[src/rtl/mem_arbiter.sv]
// Two-requester arbiter (instruction fetch I, data stage D) onto one shared memory port.
// Define MEM_ARBITER_ROUND_ROBIN_EN to alternate tie winners; otherwise D always wins ties.
module mem_arbiter #(
  parameter int DATA_W = 16
) (
  input  logic              clk,
  input  logic              reset,
  input  logic              i_read,
  input  logic [DATA_W-1:0] i_addr,
  output logic [DATA_W-1:0] i_rdata,
  output logic              i_resp,
  input  logic              d_read,
  input  logic              d_write,
  input  logic [DATA_W-1:0] d_addr,
  input  logic [DATA_W-1:0] d_wdata,
  input  logic [1:0]        d_wmask,
  output logic [DATA_W-1:0] d_rdata,
  output logic              d_resp,
  output logic              pmem_read,
  output logic              pmem_write,
  output logic [DATA_W-1:0] pmem_addr,
  output logic [DATA_W-1:0] pmem_wdata,
  output logic [1:0]        pmem_wmask,
  input  logic [DATA_W-1:0] pmem_rdata,
  input  logic              pmem_resp
);

  typedef enum logic [1:0] {IDLE, I_BUSY, D_BUSY} stateT;

  stateT stateReg;
  logic  iPending;
  logic  dPending;
  logic  grantD;

  assign iPending = i_read;
  assign dPending = d_read | d_write;

`ifdef MEM_ARBITER_ROUND_ROBIN_EN
  logic lastGrantDReg;  // 1 when D received the most recent grant
  assign grantD = dPending & (~iPending | ~lastGrantDReg);
`else
  assign grantD = dPending;
`endif

  // Responses are only meaningful to the current owner; a stray pmem_resp in IDLE is dropped.
  assign i_resp  = pmem_resp & (stateReg == I_BUSY);
  assign d_resp  = pmem_resp & (stateReg == D_BUSY);
  assign i_rdata = pmem_rdata;
  assign d_rdata = pmem_rdata;

  always_ff @(posedge clk) begin
    if (reset) begin
      stateReg   <= IDLE;
      pmem_read  <= 1'b0;
      pmem_write <= 1'b0;
      pmem_addr  <= '0;
      pmem_wdata <= '0;
      pmem_wmask <= '0;
`ifdef MEM_ARBITER_ROUND_ROBIN_EN
      lastGrantDReg <= 1'b0;
`endif
    end else begin
      case (stateReg)
        IDLE: begin
          if (iPending | dPending) begin
            if (grantD) begin
              stateReg   <= D_BUSY;
              pmem_read  <= d_read & ~d_write;
              pmem_write <= d_write;
              pmem_addr  <= d_addr;
              pmem_wdata <= d_wdata;
              pmem_wmask <= d_wmask;
            end else begin
              stateReg   <= I_BUSY;
              pmem_read  <= 1'b1;
              pmem_write <= 1'b0;
              pmem_addr  <= i_addr;
              pmem_wdata <= '0;
              pmem_wmask <= '0;
            end
`ifdef MEM_ARBITER_ROUND_ROBIN_EN
            lastGrantDReg <= grantD;
`endif
          end
        end
        I_BUSY, D_BUSY: begin
          // Strobes are held from the grant so a requester dropping early cannot cut the access short.
          if (pmem_resp) begin
            stateReg   <= IDLE;
            pmem_read  <= 1'b0;
            pmem_write <= 1'b0;
            pmem_addr  <= '0;
            pmem_wdata <= '0;
            pmem_wmask <= '0;
          end
        end
        default: stateReg <= IDLE;
      endcase
    end
  end

endmodule

[config.mk]
export PLATFORM = sky130hd
export DESIGN_NAME = mem_arbiter
export DESIGN_NICKNAME = d
export VERILOG_FILES = /design/src/rtl/mem_arbiter.sv
export SDC_FILE = /design/constraint.sdc
export NUM_CORES = 1
export LEC_CHECK = 0
export CORE_AREA = 3 3 82 84
export DETAILED_ROUTE_END_ITERATION = 7
export DIE_AREA = 0 0 85 87
export GPL_TIMING_DRIVEN = 0
export MAX_ROUTING_LAYER = met4
export PLACE_DENSITY = 0.74
export SLEW_MARGIN = 20
export SYNTH_ARGS = -nofsm -noshare
export SYNTH_HDL_FRONTEND = slang
export SYNTH_SLANG_ARGS = --single-unit
export TNS_END_PERCENT = 100
[constraint.sdc]
create_clock -name clk -period 1.7 [get_ports clk]
set_input_delay 0.34 -clock clk [delete_from_list [all_inputs] [get_ports clk]]
set_output_delay 0.34 -clock clk [all_outputs]
set_load 0.03 [all_outputs]
Yosys cells after proc, flatten, opt, wreduce, memory -nomap -nowiden
Cells that the tools add are included.
{"block": "totals", "regBits": 38, "latch_bits": 0, "ram_bits": 0, "rom_bits": 0, "input_bits": 72, "out_inout_bits": 70, "n_memories": 0}
{"block": "classes", "n_addsub": 0, "n_mul": 0, "div_mod_pow": 0, "n_lt_le_gt_ge": 0, "n_eq_ne": 4, "shift": 0, "n_mux": 21, "n_bitwise": 6, "n_reduce_logical": 5}
{"op": "two-way mux 16 bit", "count": 5}
{"op": "case mux 16 bit (2 select lines)", "count": 2}
{"op": "two-way mux 2 bit", "count": 5}
{"op": "case mux 2 bit (2 select lines)", "count": 2}
{"op": "two-way mux 1 bit", "count": 5}
{"op": "inequality test 2 bit, second input constant", "count": 2}
{"op": "case mux 1 bit (2 select lines)", "count": 2}
{"op": "bitwise AND 1 bit", "count": 3}
{"op": "AND reduction 3 bit", "count": 1}
{"op": "== test 2 x 1 -> 1 bit, second input constant", "count": 1}
{"op": "== test 2 bit, second input constant", "count": 1}
{"op": "zero test 2 bit", "count": 1}
{"op": "OR 1 bit", "count": 2}
{"op": "AND reduction 2 bit", "count": 1}
{"op": "nonzero test 2 bit", "count": 1}
{"op": "OR reduction 2 bit", "count": 1}
{"op": "inverter 1 bit", "count": 1}

Depth between registers and ports, before layout
Gate-level depths: netlist of run 1.
{"block": "logic_depth", "word_depth": 5, "depth_mapped": 7, "mapped_depth_nobuf": 5}

Worst setup path after synthesis of run 1
Ideal clock, no wire load.
{"block": "synth_path", "path_kind": "register -> register", "from": "register stateReg[0]", "to": "register pmem_addr[3]", "setup_time_ns": 0.070, "t_arrival_ns": 1.642, "required_time_ns": 1.630, "path_slack_ns": -0.013, "path_stages_with_launch": 8, "n_path_buf": 2, "cell_sequence": "dfxtp_1 -> inv_1 -> ha_1 -> buf_2 -> mux2_2 -> a21oi_4 -> buf_6 -> o2bb2ai_1"}
{"block": "synth_between", "elab_chain_cells": 4, "word_cells_on_any_way": 9, "classes_between": "4 x eq/ne; 1 x mux; 4 x reduce/logical"}
{"element": "start: declaration", "line_no": "30", "text": "stateT stateReg;"}
{"element": "start signal: assignment", "line_no": "53", "text": "stateReg <= IDLE;"}
{"element": "start signal: assignment", "line_no": "67", "text": "stateReg <= D_BUSY;"}
{"element": "start signal: assignment", "line_no": "74", "text": "stateReg <= I_BUSY;"}
{"element": "== test 2 x 1 -> 1 bit / == test 2 bit (equally long branches)", "line_no": "63", "text": "case (stateReg)"}
{"element": "OR reduction 2 bit", "line_no": "63"}
{"element": "inequality test 2 bit (no line) / nonzero test 2 bit (equally long branches)"}
{"element": "AND reduction 3 bit (no line)"}
{"element": "end signal: assignment", "line_no": "70", "text": "pmem_addr <= d_addr;"}
{"element": "end signal: assignment", "line_no": "77", "text": "pmem_addr <= i_addr;"}
{"element": "end: declaration", "line_no": "21", "text": "output logic [DATA_W-1:0] pmem_addr,"}
Several ways; a longest one is shown, not always the timed one.
A chain may end at the register's enable or synchronous reset.

Worst setup path after layout of run 1
{"block": "layout_path", "from": "register pmem_addr[1]", "to": "output port pmem_addr[1]"}
No word-level cell between the ends.

==> out/results.tsv, run 1 <==
stage	metric	value	unit
sta	Final Hold Fails	0	
yosys	Synth top area share	40.6	%
drt	DRC	0	
sta	setup ws final	0.0338	ns
yosys	Post-Syn Instances	203	
min_path	worst hold-check path type	primary input to flip-flop	
yosys	Seq/Total Area, Yosys	40.6	%
yosys	most numerous cell in the Yosys netlist	dfxtp_1	
placement	setup slack at placement	-0.484	ns
yosys	EDFF count, synth	0	
critical_path	Crit Path Category	flip-flop to output port	
critical_path	max incr delay on CP	0.70	ns
yosys	top cells by count, synth	dfxtp_1, buf_4, o21ai_0, nand2_1, nand4_1	
yosys	Yosys Warn Count	0	
critical_path	Slowest-stage cell, CP	clkdlybuf4s50_1	
layout	nets@finish	414	
floorplan	DIE AREA	7400	sq um
clocking	clk sinks	38	
clocking	deepest clock path buffer count	2	
floorplan	Die H	87	um
yosys	Post-Synth Adder-Cell Area	2.00	%
clocking	clock buffer count from CTS	5	
global_route	first-pass GRT wire length	9.24	mm
global_route	vias in the first global route	1923	
critical_path	Worst Path Buf+Inv	1	
sta	min Tclk post-route	1.67	ns
clocking	CTS tree	yes	
drt	final WL	5.76	mm
drt	Pre-antenna DRT Iters	4	
layout	final cell area excluding filler cells	3510	sq um
yosys	largest family of logic cells by synthesized area	buffers and inverters	
yosys	Synth area leaders	dfxtp_1, buf_4, mux2i_1	
clocking	cts hold-fix bufs	0	
clocking	Root Buffer	clkbuf_8	
floorplan	I/O pins	142	
critical_path	CP required	1.36	ns
critical_path	Worst setup EP type	output port	
floorplan	DIE WIDTH	85	um
pwr	total power	0.00321	W
yosys	mean cell area of the mapped netlist	9.24	sq um
global_route	GR Overflow Total	0	
layout	ANT cells	0	
yosys	Mapped Nets	278	
critical_path	Worst EP arrival	1.33	ns
critical_path	worst path cell trace	clkdlybuf4s50_1	
critical_path	crit start category	flip-flop	
sta	Fmax	600	MHz
pwr	PD cells	914	nW/um^2
layout	fraction of layout cells with a size suffix above 1	23.0	%
pwr	peak supply drop	444	uV
floorplan	Core ar.	5990	sq um
placement	DP Area	3210	sq um
sta	period utilization	98.0	%
placement	dpl hpwl	4.46	mm
yosys	largest area contributor in the netlist	dfxtp_1	
placement	GPL Wtd Cong	0.750	
drt	via count	1933	
drt	WL/cell	13.9	um
sta	Setup TNS	0	ns
drt	post-route ant nets	0	
clocking	clock latency on the worst-skew pair	0.29	ns
clocking	CTS clk-pin slew, worst paths	0.07	ns
yosys	Async S/R FF share, synth	0	%
global_route	initial antenna violation count	0	
floorplan	FP Rows	28	
clocking	CTS HTree Levels	2	
sta	max-slew violations	0	
drt	via/cell ratio	4.67	
yosys	simple-gate portion of the synthesized area	15.3	%
status	status	finished, final reports clean	
sta	RSZ-0062 raised after global routing	true	
yosys	Top FF cell, synth	dfxtp_1	
placement	I/O Buffers	123	
yosys	Post-Syn Area	1880	sq um
global_route	GRT Util Overall	15.8	%
yosys	post-synthesis xor/xnor area fraction	0	%
sta	Rel. slew slack	70.2	%
sta	Worst Max-Slew Pin Slew	0.446	ns
sta	Final Setup Violations	0	
layout	area grow syn2layout	87.4	%
yosys	FF+latch count, synth	38	
floorplan	Initial Util	31.3	%
drt	Detailed Route Iter0 Violations	86	
job	maxcap violations	0	
critical_path	delay-heaviest family, CP	buffers and inverters	
global_route	pin count of the biggest net entering global routing	12	
pwr	leakage power	1.50	nW
sta	Worst Clk Skew	0.00493	ns
yosys	count of cell types in the netlist	28	
critical_path	CP Max Fanout	2	
yosys	multiplexer share of the synthesized area	9.67	%
yosys	Compound-Gate Fraction of Synth Area	15.4	%
[metrics by stage]
stage / hold WS [ns] / instances / util, %
after global placement: 0.443 / 401 / 53.6
after detailed placement: 0.446 / 401 / 53.6
after CTS: 0.332 / 410 / 56.7
final: 0.346 / 414 / 58.7
after floorplan: 0.471 / 203 / -
after global routing: 0.366 / 414 / 58.7
[state kept, by name, indices dropped and copies added, names as in the netlist]
register,flops
pmem_wdata,16
pmem_write,1
pmem_wmask,2
pmem_read,1
stateReg,2
pmem_addr,16
[cell families (layout without fill, tap and decap cells)]
kind of cell               Yosys count  after routing
AOI/OAI and AO/OA                   43             43
adders and majority gates            3              3
buffers and inverters               48            184
DFF                                 38             38
muxes                               18             18
and+or+nand+nor                     53             53
[tightest hold or removal path: stages]
cell	delay [ns]
buf_6	0.11
nand3b_1	0.07
a21oi_1	0.06
[what timing repair did]
| item | in CTS | in global routing |
|---|---|---|
| cloned | 1 | 0 |
| setup endpoints to repair | 38 | 38 |
| setup buffers | 2 | 4 |
| pin swaps | 2 | 2 |
| resized for setup | 26 | 28 |
[final timing paths]
kind	startpoint	end	slack, ns	cells after the start
worst max register to register	stateReg[1]$_SDFFE_PP0P_	pmem_addr[2]$_SDFFE_PP0P_	0.07	6
worst min register to register	pmem_wmask[1]$_SDFFE_PP0P_	pmem_wmask[1]$_SDFFE_PP0P_	0.45	2
worst max-delay path	pmem_addr[1]$_SDFFE_PP0P_	pmem_addr[1]	0.03	1
worst min-delay path	d_write	pmem_write$_SDFFE_PP0P_	0.35	3
[where the power goes]
group | switching, W | internal (W)
clock | 0.000300 | 0.000469
sequential | 0.0000659 | 0.00102
combinational | 0.000717 | 0.000643
[placed cells by master, fill, tap and decap left out, types with 3 or more instances in the layout]
cell type / synthesis / final
nand2_1: 19 / 19
nor2_4: 0 / 3
o21ai_1: 0 / 3
o21ai_0: 21 / 18
buf_4: 32 / 38
dlymetal6s2s_1: 0 / 12
clkbuf_2: 0 / 3
dfxtp_1: 38 / 36
a21oi_1: 4 / 4
clkdlybuf4s50_1: 0 / 109
buf_6: 2 / 4
mux2i_1: 17 / 16
clkbuf_8: 0 / 6
nand4_1: 18 / 18
buf_2: 3 / 3
o2bb2ai_1: 16 / 10
o2bb2ai_2: 0 / 6
[layout make-up]
class,count,area [sq um]
fillers,527,2480
well taps,75,93.8
flip-flops and latches,38,763
clock inverters,1,30.0
repair buffers,130,1320
plain buffers,44,315
clock buffers,6,82.6
multi-input cells,117,895
inverters,3,11.3
[metal layers]
layer	GRT usage, %	routed length (um)
met4	3.45	48
met1	18.4	2260
met3	4.92	516
met5	-	0
met2	27.0	2930
Power figures use the tool's default switching activity.
==> run 2: changes to the inputs <==
--- a/config.mk
+++ b/config.mk
@@ -5,12 +5,12 @@
 export SDC_FILE = /design/constraint.sdc
 export NUM_CORES = 1
 export LEC_CHECK = 0
-export CORE_AREA = 3 3 82 84
+export CORE_AREA = 3 3 79 81
 export DETAILED_ROUTE_END_ITERATION = 7
-export DIE_AREA = 0 0 85 87
+export DIE_AREA = 0 0 82 84
 export GPL_TIMING_DRIVEN = 0
 export MAX_ROUTING_LAYER = met4
-export PLACE_DENSITY = 0.74
+export PLACE_DENSITY = 0.76
 export SLEW_MARGIN = 20
 export SYNTH_ARGS = -nofsm -noshare
 export SYNTH_HDL_FRONTEND = slang
==> constraint.sdc (replaced) <==
create_clock -name clk -period 1.55 [get_ports clk]
set_input_delay 0.31 -clock clk [delete_from_list [all_inputs] [get_ports clk]]
set_output_delay 0.31 -clock clk [all_outputs]
set_load 0.03 [all_outputs]
==> run 2 against run 1 <==
  * The flow now finishes with violations (setup timing)
  * Core utilization increased by 5.9 points
  * Worst hold slack got worse by 0.034 ns
  * Clock power up 11%
  * Critical path type is now primary input to flip-flop
  * Sequential share of layout area down 0.38 points
  * Critical path depth grew 4
  * Setup slack got worse by 0.12 ns
  * Highest routed layer unchanged
==> out/results.tsv, run 2 (synthesis gave the netlist of run 1 again) <==
stage	metric	value	unit
global_route	GR Overflow Total	0	
layout	fill cell count	494	
layout	most common cell after layout, fill and taps aside	clkdlybuf4s50_1	
drt	post-route ant nets	0	
critical_path	CP Max Fanout	6	
layout	area grow syn2layout	90.7	%
sta	Setup TNS	-1.06	ns
pwr	peak supply drop	462	uV
critical_path	R2R Path Start	stateReg[0]$_SDFFE_PP0P_	
critical_path	Worst setup EP type	flip-flop	
min_path	hold_sp	d_write	
drt	final WL	5.85	mm
sta	Worst Clk Skew	0.00434	ns
clocking	clock buffer count from CTS	5	
clocking	CTS clk-pin slew, worst paths	0.08	ns
critical_path	Worst setup startpoint	i_read	
sta	Worst Max-Slew Pin Slew	0.454	ns
floorplan	FP Rows	27	
min_path	hold path depth	3	
sta	min Tclk post-route	1.63	ns
critical_path	Worst EP arrival	1.86	ns
drt	via/cell ratio	4.79	
clocking	deepest clock path buffer count	2	
drt	WL/cell	14.0	um
floorplan	Die H	84	um
status	status	complete, but fails checks	
critical_path	Crit Path Category	primary input to flip-flop	
floorplan	Initial Util	33.9	%
floorplan	DIE AREA	6890	sq um
sta	Final Hold Fails	0	
min_path	worst hold-check path type	primary input to flip-flop	
clocking	clock latency on the worst-skew pair	0.29	ns
global_route	first-pass GRT wire length	9.17	mm
layout	nets@finish	420	
sta	Final Setup Violations	16	
drt	Pre-antenna DRT Iters	5	
status	failing checks	setup timing	
job	maxcap violations	0	
global_route	GRT Util Overall	17.3	%
layout	final cell area excluding filler cells	3580	sq um
sta	Rel. slew slack	69.8	%
layout	ANT cells	0	
placement	DP Area	3230	sq um
floorplan	I/O pins	142	
layout	top flop regs	pmem_addr: 16 flops, pmem_wdata: 16 flops	
global_route	vias in the first global route	1966	
drt	via count	2001	
floorplan	Core ar.	5540	sq um
sta	RSZ-0062 raised after global routing	true	
drt	DRC	0	
clocking	CTS tree	yes	
critical_path	cells on worst reg2reg path	6	
sta	period utilization	105	%
placement	dpl hpwl	4.38	mm
global_route	pin count of the biggest net entering global routing	14	
sta	setup ws final	-0.0822	ns
clocking	CTS HTree Levels	2	
pwr	PD cells	995	nW/um^2
clocking	Root Buffer	clkbuf_8	
sta	Fmax	613	MHz
sta	max-slew violations	0	
layout	fraction of layout cells with a size suffix above 1	28.9	%
drt	Detailed Route Iter0 Violations	49	
placement	I/O Buffers	123	
placement	setup slack at placement	-0.622	ns
critical_path	CP required	1.77	ns
layout	most frequent cells in the layout	clkdlybuf4s50_1, buf_4, dlygate4sd2_1	
floorplan	DIE WIDTH	82	um
clocking	clk sinks	38	
critical_path	crit start category	primary input	
placement	GPL Wtd Cong	0.760	
pwr	leakage power	1.53	nW
global_route	initial antenna violation count	0	
run 2: metrics by stage:
step	util (%)	hold slack, ns	cells	total power (W)
after floorplan	-	0.453	203	0.00200
after global placement	58.3	0.443	398	0.00257
after detailed placement	58.3	0.449	398	0.00259
after CTS	61.4	0.310	410	0.00343
after global routing	64.6	0.320	418	0.00375
final	64.6	0.312	418	0.00356
run 2: timing repair:
| action | CTS | global route |
|---|---|---|
| gates resized for setup | 70 | 41 |
| setup buffers | 4 | 8 |
| hold buffers | 0 | 0 |
| gates cloned | 1 | 0 |
| pin swaps | 3 | 4 |
| endpoints found under the setup margin | 75 | 38 |
run 2: final timing paths:
| check | end | slack [ns] |
|---|---|---|
| setup reg to reg | pmem_addr[2]$_SDFFE_PP0P_ | -0.08 |
| setup / recovery | pmem_addr[2]$_SDFFE_PP0P_ | -0.08 |
| hold / removal | pmem_write$_SDFFE_PP0P_ | 0.31 |
| hold reg to reg | pmem_wdata[10]$_SDFFE_PP0P_ | 0.45 |
run 2: final cells by class:
| cell class | instances | area (sq um) | area share, % |
|---|---|---|---|
| Timing Repair Buffer | 136 | 1290 | 36.1 |
| Multi-Input combinational cell | 117 | 968 | 27.1 |
| Sequential cell | 38 | 763 | 21.3 |
| Buffer | 44 | 339 | 9.48 |
| Tap cell | 72 | 90.1 | 2.52 |
| Clock buffer | 5 | 68.8 | 1.92 |
| Clock inverter | 3 | 45.0 | 1.26 |
| Inverter | 3 | 11.3 | 0.315 |
run 2: layer usage:
metal	vias up	track usage, %	part of all wire, %
met5	-	-	0
met4	0	3.63	0.86
met3	6	5.62	11
met2	108	28.8	48
met1	910	20.2	40
li1	977	-	-
run 2: worst max-delay path: stages:
cell,delay (ns)
clkdlybuf4s50_1,0.50
or4b_4,0.54
a21oi_4,0.23
buf_6,0.16
o2bb2ai_1,0.10
run 2: report_power, final:
part | internal [W] | switching [W] | leakage (nW) | total (W)
logic | 0.000694 | 0.000828 | 1.17 | 0.00152
clock network | 0.000479 | 0.000371 | 0.0504 | 0.000850
registers | 0.00111 | 0.0000746 | 0.313 | 0.00119
